`config.mk`:
```
export PLATFORM = sky130hd
export DESIGN_NAME = device_bus_arbiter
export DESIGN_NICKNAME = d
export VERILOG_FILES = /design/src/rtl/bus_pkg.sv /design/src/rtl/rr_picker.sv /design/src/rtl/device_bus_arbiter.sv
export SDC_FILE = /design/constraint.sdc
export NUM_CORES = 1
export LEC_CHECK = 0
export CAP_MARGIN = 20
export CORE_UTILIZATION = 30
export DETAILED_ROUTE_END_ITERATION = 7
export PLACE_DENSITY = 0.73
export SYNTH_ARGS = -nofsm -noshare
export SYNTH_HDL_FRONTEND = slang
export SYNTH_HIERARCHICAL = 1
export SYNTH_SLANG_ARGS = --single-unit
```
`constraint.sdc`:
```
create_clock -name clk -period 4.3 [get_ports clk]
set_input_delay 0.43 -clock clk [delete_from_list [all_inputs] [get_ports clk]]
set_output_delay 0.43 -clock clk [all_outputs]
set_load 0.005 [all_outputs]
```
`src/rtl/bus_pkg.sv`:
```
// Shared widths, arbiter state encoding and index-width helper for the device bus slice.
package bus_pkg;

  localparam int unsigned BUS_ADDR_W = 32;
  localparam int unsigned BUS_DATA_W = 32;

  typedef enum logic {
    ARB_IDLE,
    ARB_ACCESS
  } arb_state_t;

  // Index width that stays at least 1 bit so a single-requester build still elaborates.
  function automatic int unsigned idx_w(input int unsigned n);
    return (n <= 1) ? 1 : $clog2(n);
  endfunction

endpackage

```
`src/rtl/rr_picker.sv`:
```
// Combinational round-robin picker: first set request found scanning upward from last+1 with wrap.
module rr_picker
  import bus_pkg::*;
#(
  parameter int unsigned N = 2,
  localparam int unsigned IW = idx_w(N)
) (
  input  logic [N-1:0]  req,
  input  logic [IW-1:0] last,
  output logic          any,
  output logic [IW-1:0] winner
);

  int unsigned idx;
  logic        found;

  always_comb begin
    any    = |req;
    winner = '0;
    found  = 1'b0;
    idx    = 0;
    for (int unsigned k = 1; k <= N; k++) begin
      idx = (32'(last) + k) % N;
      if (!found && req[idx[IW-1:0]]) begin
        winner = idx[IW-1:0];
        found  = 1'b1;
      end
    end
  end

endmodule

```
`src/rtl/device_bus_arbiter.sv`:
```
// Round-robin owner of the shared device bus: one registered access at a time,
// watchdog abort on unacknowledged strobes, per-master done/error pulses.
module device_bus_arbiter
  import bus_pkg::*;
#(
  parameter int unsigned MASTERS = 2,
  parameter int unsigned TIMEOUT = 16
) (
  input  logic                    clk,
  input  logic                    rst,
  input  logic [MASTERS-1:0]      m_req,
  input  logic [MASTERS-1:0]      m_wr,
  input  logic [MASTERS*32-1:0]   m_addr,
  input  logic [MASTERS*32-1:0]   m_wdata,
  output logic [MASTERS-1:0]      m_done,
  output logic [MASTERS-1:0]      m_err,
  output logic [31:0]             m_rdata,
  output logic [MASTERS-1:0]      grant,
  output logic [31:0]             bus_addr,
  output logic [31:0]             bus_wdata,
  output logic                    bus_wr,
  output logic                    bus_rd,
  input  logic                    bus_ack,
  input  logic [31:0]             bus_rdata
);

  localparam int unsigned IW = idx_w(MASTERS);
  localparam int unsigned WW = $clog2(TIMEOUT);
  localparam logic [IW-1:0] LAST_RST  = IW'(MASTERS - 1);
  localparam logic [WW-1:0] WDOG_LAST = WW'(TIMEOUT - 1);

  arb_state_t state, state_next;

  logic [IW-1:0]         last;
  logic [IW-1:0]         winner;
  logic                  any;
  logic [WW-1:0]         wdog;
  logic                  start, finish_ok, finish_to;
  logic [MASTERS-1:0]    win_oh, owner_oh;
  logic [BUS_ADDR_W-1:0] win_addr;
  logic [BUS_DATA_W-1:0] win_wdata;
  logic                  win_wr;

  rr_picker #(.N(MASTERS)) u_picker (
    .req    (m_req),
    .last   (last),
    .any    (any),
    .winner (winner)
  );

  // Winner's request fields and one-hot decodes; during ACCESS 'last' is the owner.
  always_comb begin
    win_oh    = '0;
    owner_oh  = '0;
    win_addr  = '0;
    win_wdata = '0;
    win_wr    = 1'b0;
    for (int unsigned i = 0; i < MASTERS; i++) begin
      owner_oh[i] = (last == IW'(i));
      if (winner == IW'(i)) begin
        win_oh[i] = 1'b1;
        win_addr  = m_addr[i*BUS_ADDR_W +: BUS_ADDR_W];
        win_wdata = m_wdata[i*BUS_DATA_W +: BUS_DATA_W];
        win_wr    = m_wr[i];
      end
    end
  end

  always_ff @(posedge clk or posedge rst) begin
    if (rst) state <= ARB_IDLE;
    else     state <= state_next;
  end

  always_comb begin
    state_next = state;
    unique case (state)
      ARB_IDLE:   if (any) state_next = ARB_ACCESS;
      ARB_ACCESS: if (bus_ack || wdog == WDOG_LAST) state_next = ARB_IDLE;
      default:    state_next = ARB_IDLE;
    endcase
  end

  // Ack is tested first so an ack in the final watchdog cycle completes normally.
  always_comb begin
    start     = 1'b0;
    finish_ok = 1'b0;
    finish_to = 1'b0;
    unique case (state)
      ARB_IDLE:   start = any;
      ARB_ACCESS: begin
        finish_ok = bus_ack;
        finish_to = !bus_ack && (wdog == WDOG_LAST);
      end
      default: ;
    endcase
  end

  always_ff @(posedge clk or posedge rst) begin
    if (rst) begin
      grant     <= '0;
      bus_addr  <= '0;
      bus_wdata <= '0;
      bus_wr    <= 1'b0;
      bus_rd    <= 1'b0;
      m_done    <= '0;
      m_err     <= '0;
      m_rdata   <= '0;
      last      <= LAST_RST;
      wdog      <= '0;
    end else begin
      m_done <= '0;
      m_err  <= '0;
      if (start) begin
        grant     <= win_oh;
        bus_addr  <= win_addr;
        bus_wdata <= win_wdata;
        bus_wr    <= win_wr;
        bus_rd    <= !win_wr;
        last      <= winner;
        wdog      <= '0;
      end else if (finish_ok) begin
        m_done <= owner_oh;
        if (bus_rd) m_rdata <= bus_rdata;
        grant  <= '0;
        bus_wr <= 1'b0;
        bus_rd <= 1'b0;
      end else if (finish_to) begin
        m_err  <= owner_oh;
        grant  <= '0;
        bus_wr <= 1'b0;
        bus_rd <= 1'b0;
      end else if (state == ARB_ACCESS) begin
        wdog <= wdog + 1'b1;
      end
    end
  end

endmodule
```
==> results of run 1 <==
## registers in the layout, summed over array words and instances, names as in the netlist, 2 cells and up
register,cells
grant,2
bus_wdata,32
m_err,2
wdog,4
m_rdata,32
m_done,2
bus_addr,32
## per-stage QoR
| step | total power, mW | worst slack, ns | utilization | cells |
|---|---|---|---|---|
| 3_5_place_dp | 3.398 | 1.633 | 0.4948 | 857 |
| 6_report | 4.262 | 1.975 | 0.5181 | 874 |
| 5_1_grt | 4.544 | 1.767 | 0.5181 | 874 |
| 2_1_floorplan | 2.298 | 0.9694 | - | 398 |
| 4_1_cts | 4.327 | 2.002 | 0.5163 | 873 |
| 3_3_place_gp | 3.344 | 1.725 | 0.4948 | 857 |
## worst max-delay path, stage by stage
cell and delay (ns):
clkdlybuf4s50_1 0.45, or2_1 0.29, nand2b_4 0.42, buf_4 0.66, nand2_1 0.15, o21ai_1 0.10
## cell usage in the layout (no fill, tap or decap), drive strengths merged, types with 4 or more instances in the layout
cell,count
and3,4
buf,5
clkbuf,10
clkdlybuf4s50,270
dfrtp,109
inv,4
mux2,32
mux2i,67
nand2,71
nand3,4
o21ai,65
## per-layer routing
layer  vias to the layer above  global-route usage  share of wire
met5                         -                   0              0
met4                         0             0.05882          0.017
met3                        15             0.04967          0.093
met2                       185              0.2810           0.51
met1                      1795              0.1721           0.38
li1                       1897                   -              -
## synth_stat cells, types with 2 or more instances
cell / n / share of area
a22o_1: 2 / 0.0037
and3_1: 4 / 0.0053
buf_2: 8 / 0.0084
buf_4: 2 / 0.0032
buf_6: 9 / 0.021
clkbuf_1: 5 / 0.0040
dfrtp_1: 109 / 0.57
inv_1: 2 / 0.0016
mux2_1: 2 / 0.0047
mux2_2: 30 / 0.071
mux2i_1: 67 / 0.14
nand2_1: 71 / 0.056
nand2b_1: 2 / 0.0026
nand3_1: 3 / 0.0032
nor2b_1: 2 / 0.0026
o21ai_0: 7 / 0.0074
o21ai_1: 58 / 0.061
o2bb2ai_1: 2 / 0.0037
## where the power goes
part	switching (mW)	internal, mW
logic	0.581	1.09
registers	0.237	1.45
clock network	0.378	0.531
total	1.20	3.07
## cell families after synthesis
group,Yosys count,synth area share
muxes,99,0.2172
DFF,110,0.5801
adders and majority gates,1,0.002635
AOI/OAI and AO/OA,73,0.08250
and+or+nand+nor,87,0.07643
buffers and inverters,28,0.04112
## area by class of cell
cell class / count / area [um^2] / share of cell area
Timing Repair Buffer: 275 / 2760 / 0.3478
Sequential cell: 110 / 2754 / 0.3471
Clock buffer: 10 / 239.0 / 0.03012
Tap cell: 211 / 264.0 / 0.03327
Multi-Input combinational cell: 260 / 1817 / 0.2289
Inverter: 2 / 10.01 / 0.001261
Clock inverter: 6 / 91.34 / 0.01151
## worst paths after layout
check | endpoint | slack (ns) | depth (start not counted)
worst max register to register | bus_addr[16]$_DFFE_PP0P_ | 2.25 | 4
worst min register to register | bus_addr[28]$_DFFE_PP0P_ | 0.48 | 2
min in group clk | bus_addr[28]$_DFFE_PP0P_ | 0.48 | 2
max in group asynchronous | bus_addr[6]$_DFFE_PP0P_ | 3.14 | 3
worst max-delay path | bus_addr[16]$_DFFE_PP0P_ | 1.97 | 6
worst min-delay path | m_rdata[15]$_DFFE_PP0P_ | 0.45 | 2
==> key figures, run 1 <==
Finish
  – Ant diodes: 0
  – Layout cell share with drive strength beyond 1: 0.08597
  – Final net count: ~830
  – Fill count: 1,360
  – Area Overhead vs Synth: 67.16%
  – Final Instance Area: between 7000 and 8000 um^2

Floorplanning
  – Initial Utilization: 0.3100
  – Die area: ~16,000 um^2
  – Chip Height: around 130 um
  – Std-Cell Rows: between 40 and 50
  – Ports: between 200 and 300
  – CORE AREA: roughly 15,000 um^2
  – Chip width: roughly 130 um

Power and ir drop
  – Max rail drop VDD: ~0.21 mV
  – Power Density: roughly 540 nW/um^2
  – P_leak: between 3 and 4 nW

Synthesis
  – Post-synthesis sequential area ratio: 0.5801
  – Net Count, Synth: approximately 570
  – Dominant synthesized flop cell: dfrtp_1
  – Synth Register Bits: 110
  – Post-synthesis area per instance: 11.93 um^2
  – EDFF count, synth: 0
  – FFs w/ async S/R, synth: 1.000
  – Synthesized area: approximately 4700 um^2
  – Synth Warn #: 6
  – Cells after synthesis: around 400
  – Unique masters post-synth: 31

Clock tree
  – Total CTS buffers: 9
  – Hold Buf Count CTS: 0
  – Total setup buffers inserted after CTS: 0
  – Clock-pin slew on the worst setup and hold paths: around 0.070 ns
  – CTS H-tree depth: 3
  – Clock root buffer: clkbuf_16
  – Clk Latency, worst-skew pair: between 0.3 and 0.4 ns
  – Clock Path Buffers: 2
  – Cts repair resizes: 0
  – Clock net sink count: 110
  – CTS tree: done

GRT
  – Initial antenna violation count: 0
  – First-pass GRT wire length: 19.82 mm
  – Pin count of the biggest net entering global routing: 84
  – Aggregate global-route resource usage: 0.1565
  – Overflow after GRT: 0
  – Vias in the first global route: 3,986

STA
  – Smallest hold slack: 0.4478 ns
  – Min Tclk post-route: roughly 2.3 ns
  – Final Skew: around 0.0065 ns
  – Period utilization: 0.5408
  – Slew Limit Fails: 0
  – Max Clk Rate: between 0.4 and 0.5 GHz
  – Unrepaired setup endpoints after global routing: false
  – Setup violators final: 0
  – Max-slew headroom: 0.4905
  – Endpoints failing hold: 0
  – Sum Neg Setup Slack: 0 ns
  – Slew at the pin with the worst max-slew slack: roughly 0.76 ns

Worst hold path
  – Worst Hold Class: primary input to asynchronous set/reset pin

Setup path
  – Worst Setup Start Kind: primary input
  – CP Data Required Time: 4.56 ns
  – Worst Path Arrival: around 2.6 ns
  – Kind of critical path: primary input to register
  – Worst setup EP type: register
  – CP max FO: 78
  – Reg2reg start: state$_DFF_PP0_
  – Crit path from: m_req[0]

Drt
  – 1st-iter DRT viols: roughly 100
  – DRC: 0
  – DRT Wirelength: ~13 mm
  – Via/cell ratio: between 4 and 5
  – Via count: about 4,000
  – Antenna viol nets, final: 0
  – Iteration count of the initial detailed-routing pass: 4
  – Routed len/inst: 14.43 um

Status
  – Outcome: completed

Place
  – Placer Congestion: around 0.74
  – Port Buf Inserts: 270
  – Area after DPL: 7577 um^2
  – Placed wire-length estimate: roughly 9.8 mm

Run
  – Total of max-cap violations: 0
Note: power is estimated with default switching activity, not from simulation.
==> inputs of run 2 (changes only) <==
Clock period 4.3 ns to 2.4 ns, I/O delays scaled along.
==> key figures, run 2 (synthesized netlist as in run 1, its figures left out) <==
Finish
  – Fill count: 1,349 (-0.81%)
  – Area occupied by multi-input gates: 1817 um^2 (unchanged)
  – Final net count: 827 (+0.12%)
  – Finished Layout Cells: 875 (+0.11%)
  – Area Overhead vs Synth: 67.11% (about the same)
  – Most common cell after layout, fill and taps aside: clkdlybuf4s50_1
  – Register area: 2754 um^2 (unchanged)
  – Final Instance Area: 7933 um^2 (about the same)
  – Most frequent cells in the layout: clkdlybuf4s50_1, dfrtp_1, nand2_1, mux2i_1, o21ai_1
  – Biggest regs: bus_addr (32), bus_wdata (32), m_rdata (32)
  – Ant diodes: 0 (unchanged)
  – Layout cell share with drive strength beyond 1: 0.08584 (-0.0001295)

Status
  – Outcome: completed

Clock tree
  – Total setup buffers inserted after CTS: 0 (unchanged)
  – Clock net sink count: 110 (unchanged)
  – Clock-pin slew on the worst setup and hold paths: 0.07 ns (about the same)
  – Hold Buf Count CTS: 0 (unchanged)
  – CTS tree: done
  – Clock root buffer: clkbuf_16
  – Total CTS buffers: 9 (unchanged)
  – Clock Path Buffers: 2 (unchanged)
  – Clk Latency, worst-skew pair: 0.34 ns (about the same)
  – Cts repair resizes: 0 (unchanged)
  – CTS H-tree depth: 3 (unchanged)

Setup path
  – Kind of critical path: register to output pin
  – CP Capture Point: bus_rd
  – CP max FO: 3 (-96%)
  – Reg2reg start: last$_DFFE_PP1P_
  – Worst r2r path cells: 4 (unchanged)
  – Worst Path Arrival: 1.30 ns (-1.29 ns)
  – Reg-to-reg endpoint: bus_wdata[19]$_DFFE_PP0P_
  – Crit path from: bus_rd$_DFFE_PP0P_
  – Worst path depth: 1 (-5)
  – Largest stage delay, worst path: 0.55 ns (-0.11 ns)
  – Slowest CP cell: clkdlybuf4s50_1
  – Worst Setup Start Kind: register
  – CP Data Required Time: 2.16 ns (-2.40 ns)
  – Worst setup EP type: output pin
  – CP Buf/Inv Count: 1 (-1)
  – Cell family with most CP delay: buffers and inverters
  – CP cell instances: clkdlybuf4s50_1
  – R2R Setup Slk: 0.86 ns (-1.39 ns)

Worst hold path
  – Worst Hold Class: primary input to asynchronous set/reset pin

Floorplanning
  – Ports: 271 (unchanged)
  – Die area: 16,330 um^2 (unchanged)
  – CORE AREA: 15,310 um^2 (unchanged)
  – Chip width: 127.8 um (unchanged)
  – Std-Cell Rows: 45 (unchanged)
  – Initial Utilization: 0.3100 (unchanged)
  – Chip Height: 127.8 um (unchanged)

Drt
  – Via/cell ratio: 4.367 (-1.9%)
  – DRC: 0 (unchanged)
  – Routed len/inst: 14.25 um (-1.3%)
  – 1st-iter DRT viols: 168 (+62%)
  – Antenna viol nets, final: 0 (unchanged)
  – Via count: 3,821 (-1.8%)
  – DRT Wirelength: 12.47 mm (-1.2%)
  – Iteration count of the initial detailed-routing pass: 4 (unchanged)

STA
  – Min Tclk post-route: between 1.5 and 2 ns
  – Final Skew: 0.007974 ns (+0.001478 ns)
  – Sum Neg Setup Slack: 0 ns (unchanged)
  – Slew Limit Fails: 0 (unchanged)
  – Period utilization: 0.6410
  – Max Clk Rate: 0.6500 GHz
  – Setup violators final: 0 (unchanged)
  – Unrepaired setup endpoints after global routing: false
  – Endpoints failing hold: 0 (unchanged)
  – Slew at the pin with the worst max-slew slack: 0.5978 ns (-0.1655 ns)
  – Final WS setup: 0.8616 ns (-1.113 ns)
  – Max-slew headroom: 0.6015 (+0.1109)

Place
  – Area after DPL: 7631 um^2 (+0.71%)
  – Placer Congestion: 0.7364 (-1.1%)
  – Port Buf Inserts: 270 (unchanged)
  – Post-placement cell count: 859 (+0.23%)
  – Placed wire-length estimate: 9.621 mm (-2.1%)
  – Dpl ws: 0.5125 ns (-1.121 ns)

GRT
  – Aggregate global-route resource usage: 0.1580 (+0.001546)
  – First-pass GRT wire length: 20.14 mm (+1.6%)
  – Overflow after GRT: 0 (unchanged)
  – Initial antenna violation count: 0 (unchanged)
  – Vias in the first global route: 4,094 (+2.7%)
  – Pin count of the biggest net entering global routing: 111 (+32%)

Run
  – Total of max-cap violations: 0 (unchanged)

Power and ir drop
  – Max rail drop VDD: 0.3979 mV (+92%)
  – Tot Pwr: 7.519 mW (+76%)
  – Power Density: 947.8 nW/um^2 (+76%)
  – P_leak: 3.401 nW (-0.46%)
[run 2: cell types whose count changed in the layout (fill, tap and decap cells not counted), sizes merged]
cell	change
inv	-3
clkinvlp	+3
bufinv	-1
clkbuf	+1
buf	+1
[run 2: layout make-up]
class | count | share of cell area
clock buffer | 11 | 0.03060
clock inverter | 5 | 0.007413
inverter | 2 | 0.001420
multi-input combinational | 260 | 0.2290
sequential | 110 | 0.3472
tap | 211 | 0.03328
timing repair buffer | 276 | 0.3511
[run 2: metal layers]
layer  up-vias  global-route usage  wire length [um]
li1       1898                   -                 -
met1      1741              0.1775              5007
met2       171              0.2893              6353
met3        11             0.04132               946
met4         0             0.05260               158
met5         -                   0                 0
[run 2: report_power, final]
part | leakage, nW | total, mW | internal (mW) | switching [mW]
Sequential | 1.35 | 3.02 | 2.59 | 0.422
Clock | 0.142 | 1.49 | 0.839 | 0.655
Combinational | 1.91 | 3.01 | 1.97 | 1.04
Total | 3.40 | 7.52 | 5.40 | 2.12
[run 2: worst min-delay path by stage]
stage / slack, ns / to / startpoint / cells after the start
CTS: 0.45 / m_rdata[0]$_DFFE_PP0P_ / rst / 3
global route: 0.49 / m_rdata[28]$_DFFE_PP0P_ / rst / 3
global placement: 0.46 / bus_addr[24]$_DFFE_PP0P_ / bus_addr[24]$_DFFE_PP0P_ / 2
detailed placement: 0.47 / bus_wdata[6]$_DFFE_PP0P_ / bus_wdata[6]$_DFFE_PP0P_ / 2
floorplan: 0.36 / m_done[0]$_DFF_PP0_ / bus_ack / 2
finish: 0.40 / m_rdata[0]$_DFFE_PP0P_ / rst / 3
[run 2: per-stage QoR]
step / hold slack, ns / utilization
finish: 0.3969 / 0.5180
global route: 0.4907 / 0.5180
CTS: 0.4479 / 0.5180
detailed placement: 0.4690 / 0.4983
global placement: 0.4629 / 0.4983
floorplan: 0.3568 / -
